$ cat config.mk
export PLATFORM = sky130hd
export DESIGN_NAME = ex_mem_stage
export DESIGN_NICKNAME = d
export VERILOG_FILES = /design/src/rtl/ex_mem_stage_pkg.sv /design/src/rtl/ex_mem_stage_flag_reg.sv /design/src/rtl/ex_mem_stage.sv
export SDC_FILE = /design/constraint.sdc
export NUM_CORES = 1
export LEC_CHECK = 0
export BUFFER_PORTS_ARGS = -buffer_cell sky130_fd_sc_hd__buf_2
export CORE_AREA = 8 8 81 83
export DETAILED_ROUTE_END_ITERATION = 6
export DIE_AREA = 0 0 89 91
export SLEW_MARGIN = 30
export SYNTH_ARGS = -nofsm -noshare
export SYNTH_HDL_FRONTEND = slang
export SYNTH_SLANG_ARGS = --single-unit
$ cat constraint.sdc
create_clock -name clk -period 1.7 [get_ports clk]
set_input_delay 0.17 -clock clk [delete_from_list [all_inputs] [get_ports clk]]
set_output_delay 0.17 -clock clk [all_outputs]
set_load 0.02 [all_outputs]
$ cat src/rtl/ex_mem_stage_pkg.sv
// Shared opcode encodings and flag bit positions for the EX/MEM pipeline stage.
package ex_mem_stage_pkg;

  typedef enum logic [3:0] {
    OpAdd    = 4'h0,
    OpSub    = 4'h1,
    OpXor    = 4'h2,
    OpRed    = 4'h3,
    OpSll    = 4'h4,
    OpSra    = 4'h5,
    OpRor    = 4'h6,
    OpPaddsb = 4'h7,
    OpLw     = 4'h8,
    OpSw     = 4'h9,
    OpLhb    = 4'hA,
    OpLlb    = 4'hB,
    OpB      = 4'hC,
    OpBr     = 4'hD,
    OpPcs    = 4'hE,
    OpHlt    = 4'hF
  } opcode_e;

  localparam int unsigned FlagZ = 2;
  localparam int unsigned FlagV = 1;
  localparam int unsigned FlagN = 0;

endpackage

$ cat src/rtl/ex_mem_stage_flag_reg.sv
// Condition-flag register {Z,V,N}; updates only when en is high, per-opcode field selection.
module flag_reg
  import ex_mem_stage_pkg::*;
(
  input  logic        clk,
  input  logic        rst_n,
  input  logic        en,
  input  logic [3:0]  opcode,
  input  logic [15:0] result,
  input  logic        ovfl,
  output logic [2:0]  flags
);

  logic [2:0] flags_q;
  logic [2:0] flags_d;

  always_comb begin
    flags_d = flags_q;
    if (en) begin
      case (opcode)
        OpAdd, OpSub: begin
          flags_d[FlagZ] = (result == 16'h0000);
          flags_d[FlagV] = ovfl;
          flags_d[FlagN] = result[15];
        end
        OpXor, OpSll, OpSra, OpRor: begin
          flags_d[FlagZ] = (result == 16'h0000);
        end
        default: flags_d = flags_q;
      endcase
    end
  end

  always_ff @(posedge clk) begin
    if (!rst_n) begin
      flags_q <= 3'b000;
    end else begin
      flags_q <= flags_d;
    end
  end

  assign flags = flags_q;

endmodule

$ cat src/rtl/ex_mem_stage.sv
// EX/MEM pipeline register with flush/stall control, condition flags and sticky halt.
module ex_mem_stage
  import ex_mem_stage_pkg::*;
(
  input  logic        clk,
  input  logic        rst_n,
  input  logic        stall,
  input  logic        flush,
  input  logic        ex_valid,
  input  logic [3:0]  ex_opcode,
  input  logic [15:0] ex_alu_result,
  input  logic        ex_alu_ovfl,
  input  logic [15:0] ex_store_data,
  input  logic [3:0]  ex_dst_reg,
  input  logic        ex_reg_write,
  input  logic        ex_mem_read,
  input  logic        ex_mem_write,
  output logic        mem_valid,
  output logic [3:0]  mem_opcode,
  output logic [15:0] mem_alu_result,
  output logic [15:0] mem_store_data,
  output logic [3:0]  mem_dst_reg,
  output logic        mem_reg_write,
  output logic        mem_mem_read,
  output logic        mem_mem_write,
  output logic [2:0]  flags,
  output logic        fwd_valid,
  output logic        halted
);

  logic halted_q;
  logic load;
  logic take;

  // A real instruction enters only on a load cycle before the pipeline has halted.
  assign load = !flush && !stall;
  assign take = load && ex_valid && !halted_q;

  always_ff @(posedge clk) begin
    if (!rst_n) begin
      mem_valid      <= 1'b0;
      mem_opcode     <= 4'h0;
      mem_alu_result <= 16'h0000;
      mem_store_data <= 16'h0000;
      mem_dst_reg    <= 4'h0;
      mem_reg_write  <= 1'b0;
      mem_mem_read   <= 1'b0;
      mem_mem_write  <= 1'b0;
      halted_q       <= 1'b0;
    end else if (flush || (load && !take)) begin
      mem_valid      <= 1'b0;
      mem_opcode     <= 4'h0;
      mem_alu_result <= 16'h0000;
      mem_store_data <= 16'h0000;
      mem_dst_reg    <= 4'h0;
      mem_reg_write  <= 1'b0;
      mem_mem_read   <= 1'b0;
      mem_mem_write  <= 1'b0;
    end else if (take) begin
      mem_valid      <= 1'b1;
      mem_opcode     <= ex_opcode;
      mem_alu_result <= ex_alu_result;
      mem_store_data <= ex_store_data;
      mem_dst_reg    <= ex_dst_reg;
      mem_reg_write  <= ex_reg_write;
      mem_mem_read   <= ex_mem_read;
      mem_mem_write  <= ex_mem_write;
      if (ex_opcode == OpHlt) begin
        halted_q <= 1'b1;
      end
    end
  end

  flag_reg u_flag_reg (
    .clk    (clk),
    .rst_n  (rst_n),
    .en     (take),
    .opcode (ex_opcode),
    .result (ex_alu_result),
    .ovfl   (ex_alu_ovfl),
    .flags  (flags)
  );

  assign fwd_valid = mem_valid && mem_reg_write && (mem_dst_reg != 4'h0);
  assign halted    = halted_q;

endmodule
### After elaboration in Yosys (flattened, before gate mapping)

Index checks and enable logic that the tools add are counted.

| word-level totals | value |
|---|---|
| flip-flop bits (word level) | 48 |
| input port bits | 49 |
| word-level logic and storage cells | 39 |

| cells by class | value |
|---|---|
| equality and inequality tests | 6 |
| bitwise logic cells | 2 |
| reductions and logical operators | 20 |

Operators by type and width:

| cell | number |
|---|---|
| $logic_not 16->1 | 1 |
| $eq 4x3->1 const B | 3 |
| $logic_and 1x1->1 | 6 |
| $reduce_or 6->1 | 1 |
| $eq 4x1->1 const B | 1 |
| $eq 4x2->1 const B | 1 |
| $eq 4x4->1 const B | 1 |
| $logic_not 1->1 | 4 |
| $logic_not 4->1 | 1 |
| $reduce_and 2->1 | 2 |
| $reduce_bool 4->1 | 1 |
| $reduce_or 2->1 | 2 |
| $reduce_and 3->1 | 1 |
| $not 1->1 | 2 |
| $logic_or 1x1->1 | 1 |

### Longest topological paths before layout

| depth | value |
|---|---|
| depth after elaboration | 9 |
| mapped depth | 5 |

### Cells and area by module

Synthesis repeated with hierarchy kept, for this count alone.

| second synthesis, totals | value |
|---|---|
| cell total of the unflattened synthesis | 218 |
| area, all modules | 1,850.5 um^2 |

Modules (own cells, without submodules):

| module | times used | cells an instance | area an instance (um^2) | sequential area each (um^2) |
|---|---|---|---|---|
| ex_mem_stage | 1 | 200 | 1,661.6 | 900.9 |
| flag_reg | 1 | 18 | 188.9 | 60.1 |

### Worst setup path after synthesis

Ideal clock, no wire load.

| timing | value |
|---|---|
| path kind | flip-flop to flip-flop |
| start | register halted_q (netlist: halted) |
| end | register mem_store_data[7] |
| library setup time | 0.136 ns |
| arrival | 1.328 ns |
| path slack | 0.236 ns |
| cell stages (with the launch flop) | 6 |
| path buffers | 2 |
| period minus slack after synthesis | 1.464 ns |
| cell sequence | dfxtp_1 > or4b_1 > buf_6 > buf_6 > nand2_1 > a21oi_1 |

| between the ends | value |
|---|---|
| cells in the longest elaborated chain, start to end | 6 |

Ends and longest elaborated chain:

| what | line | source |
|---|---|---|
| start: declaration | ex_mem_stage.sv:31 | `logic halted_q;` |
| start signal: assignment | ex_mem_stage.sv:49 | `halted_q <= 1'b0;` |
| start signal: assignment | ex_mem_stage.sv:69 | `halted_q <= 1'b1;` |
| $logic_not 1->1 (*) | ex_mem_stage.sv:37 | `assign take = load && ex_valid && !halted_q;` |
| $logic_and 1x1->1 (*) | ex_mem_stage.sv:37 |  |
| $logic_not 1->1 | ex_mem_stage.sv:50 | `end else if (flush \|\| (load && !take)) begin` |
| $logic_and 1x1->1 | ex_mem_stage.sv:50 |  |
| $logic_or 1x1->1 | ex_mem_stage.sv:50 |  |
| $reduce_or 2->1 (no line) | - |  |
| end signal: assignment | ex_mem_stage.sv:63 | `mem_store_data <= ex_store_data;` |
| end: declaration | ex_mem_stage.sv:21 | `output logic [15:0] mem_store_data,` |

Every way passes the cells marked *; elsewhere a longest branch is shown, timed or not.
A chain may end at the register's enable or synchronous reset.

### Final worst setup path

| timing | value |
|---|---|
| start | register halted_q (netlist: halted) |
| end | register mem_store_data[8] |

Same word-level chain as after synthesis.

==> out/results.ini <==
[drt]
totalWireLength_um = 5200
first_pass_iters = 4
drtIter0Drc = 52
drc_errors = 0
routed_via_density = 4.57
ant_nets = 0
vias = 1782
avgRoutedWirePerCell_um = 13.3

[floorplanning]
rows = 27
start_util = 0.336
die_h_um = 91
fp.dieW_um = 89
dieArea_sq_um = 8100
pin_count = 98
core_area_sq_um = 5340

[worst_setup_path]
worstSetupPathType = flop to flop
worst_r2r_endpoint = mem_store_data[8]
rr_startpoint = halted
cp-end-kind = flop
start_kind = flop
crit_fanout = 17
required_ns = 1.86
rrSetupSlack_ns = 0.13
worstPathArrival_ns = 1.73
r2r_cells = 4

[yosys]
synthCells = 222
synth_fp_nets = 271
synth_area_sq_um = 1800
ys_seq_elements = 48
ys_warn_count = 0
syn_area_per_cell_sq_um = 8.09
synth_cell_type_count = 22
ys_seq_area_frac = 0.535

[cts]
numCtsBuffers = 5
clk_pin_slew_worst_paths_ns = 0.09
cts_setup_buffers = 0
cts_max_path_buffers = 2
cts.sinks = 48
cts_tree = yes
clk_latency_ns = 0.30
cts-resized-gates = 0
htree_levels = 2
ctsHoldBuffers = 0
clockRootBuffer = clkbuf_8

[power]
power_density_nw_per_um2 = 830
peakVddDrop_mv = 0.335
p_leak_uw = 0.00105

[run]
drv_cap = 0

[finish]
n_antenna_cell = 0
final_common_cell = buf_2
nNetsFinal = 366
final_cell_mix = buf_2 (97), nand2_1 (88), dfxtp_1 (48)
top_regs = mem_alu_result x16, mem_store_data x16
fin_area_sq_um = 2430
area_delta_synth_final_pct = 35.5
drive_gt1_frac = 0.352

[timing]
relSlewSlack = 0.589
fin_crit_sh = 0.923
setup_tns_ns = 0
hold-worst-slack_ns = 0.100
rsz0062_at_grt = false
min_period_ns = 1.57
drv_slew = 0
fmax_ghz = 0.637
finalHoldViolations = 0
worst_pin_slew_ns = 0.614
finalSetupViolCount = 0
skew_ns = 0.00440

[run_status]
status = completed

[worst_hold_path]
hp-class = primary input to flop
worstHoldEndpoint = mem_store_data[4]
hp-start = ex_store_data[4]
hold_depth = 3

[grt]
grt_usage = 0.131
antenna_found_initial = 0
overflow = 0
grt_pass1_wl_um = 8510
grt_max_degree = 27
first_global_vias = 1800

[placement]
port_buffers = 97
place_congestion = 0.667
dp.final_hpwl_um = 4010
placed_area_sq_um = 2340

[worst max-delay path by stage]
stage | cells past startpoint | from | endpoint
2_1_floorplan | 5 | halted | mem_store_data[7]
3_3_place_gp | 3 | halted | mem_valid
3_5_place_dp | 4 | halted | mem_store_data[8]
4_1_cts | 4 | halted | mem_store_data[8]
5_1_grt | 4 | halted | mem_reg_write
6_report | 4 | halted | mem_store_data[8]
[report_power, final]
part	internal (uW)	leakage, uW	switching, uW	total, uW
combinational	74.8	0.000610	102	176
clock	325	0.0000510	381	707
sequential	1130	0.000387	4.53	1140
[metal layers]
metal  part of all wire  up-vias  global-route usage
met1               0.43      795               0.163
met4              0.012        0              0.0416
met3               0.11        6              0.0595
met2               0.45       60               0.197
li1                   -      921                   -
met5                  0        -                   0
[cell families after synthesis]
group,count (synthesis),share of synthesized area
simple gates,108,0.259
compound gates,52,0.151
buf+inv,14,0.0550
flops,48,0.535
[worst max-delay path: stages (launching register included)]
cell and delay, ns:
dfxtp_1 0.36, or4b_1 0.66, buf_4 0.26, nand2_1 0.09, a21oi_1 0.06
[synthesized netlist by cell type]
cell type / count / area, sq um
a21boi_1: 2 / 15.0
a21oi_1: 45 / 225
buf_2: 4 / 20.0
buf_4: 1 / 7.51
buf_6: 5 / 56.3
clkbuf_1: 4 / 15.0
dfxtp_1: 48 / 961
nand2_1: 88 / 330
nand3_1: 3 / 15.0
nand4_1: 2 / 12.5
nor2_1: 4 / 15.0
nor2b_1: 1 / 6.26
nor3_1: 2 / 10.0
nor4_1: 3 / 18.8
nor4b_1: 2 / 17.5
nor4b_4: 1 / 23.8
o21a_1: 1 / 7.51
o21ai_0: 2 / 10.0
o21ai_1: 1 / 5.00
o21bai_1: 1 / 7.51
or3_1: 1 / 6.26
or4b_1: 1 / 10.0
[per-stage QoR]
| step | power (uW) | util | instances | worst slack (ns) |
|---|---|---|---|---|
| after floorplan | 1250 | - | 222 | 0.236 |
| after global placement | 1340 | 0.433 | 381 | 0.0795 |
| after detailed placement | 1340 | 0.439 | 382 | 0.137 |
| after CTS | 2050 | 0.456 | 390 | 0.111 |
| after global routing | 2120 | 0.456 | 390 | 0.0212 |
| final | 2020 | 0.456 | 390 | 0.130 |
[cell type report]
class,instances,area (sq um)
fillers,593,2900
flip-flops and latches,48,961
repair buffers,102,543
well taps,72,90.1
multi-input cells,160,747
clock buffers,6,82.6
clock inverters,2,10.0
(Power assumes the default switching activity.)
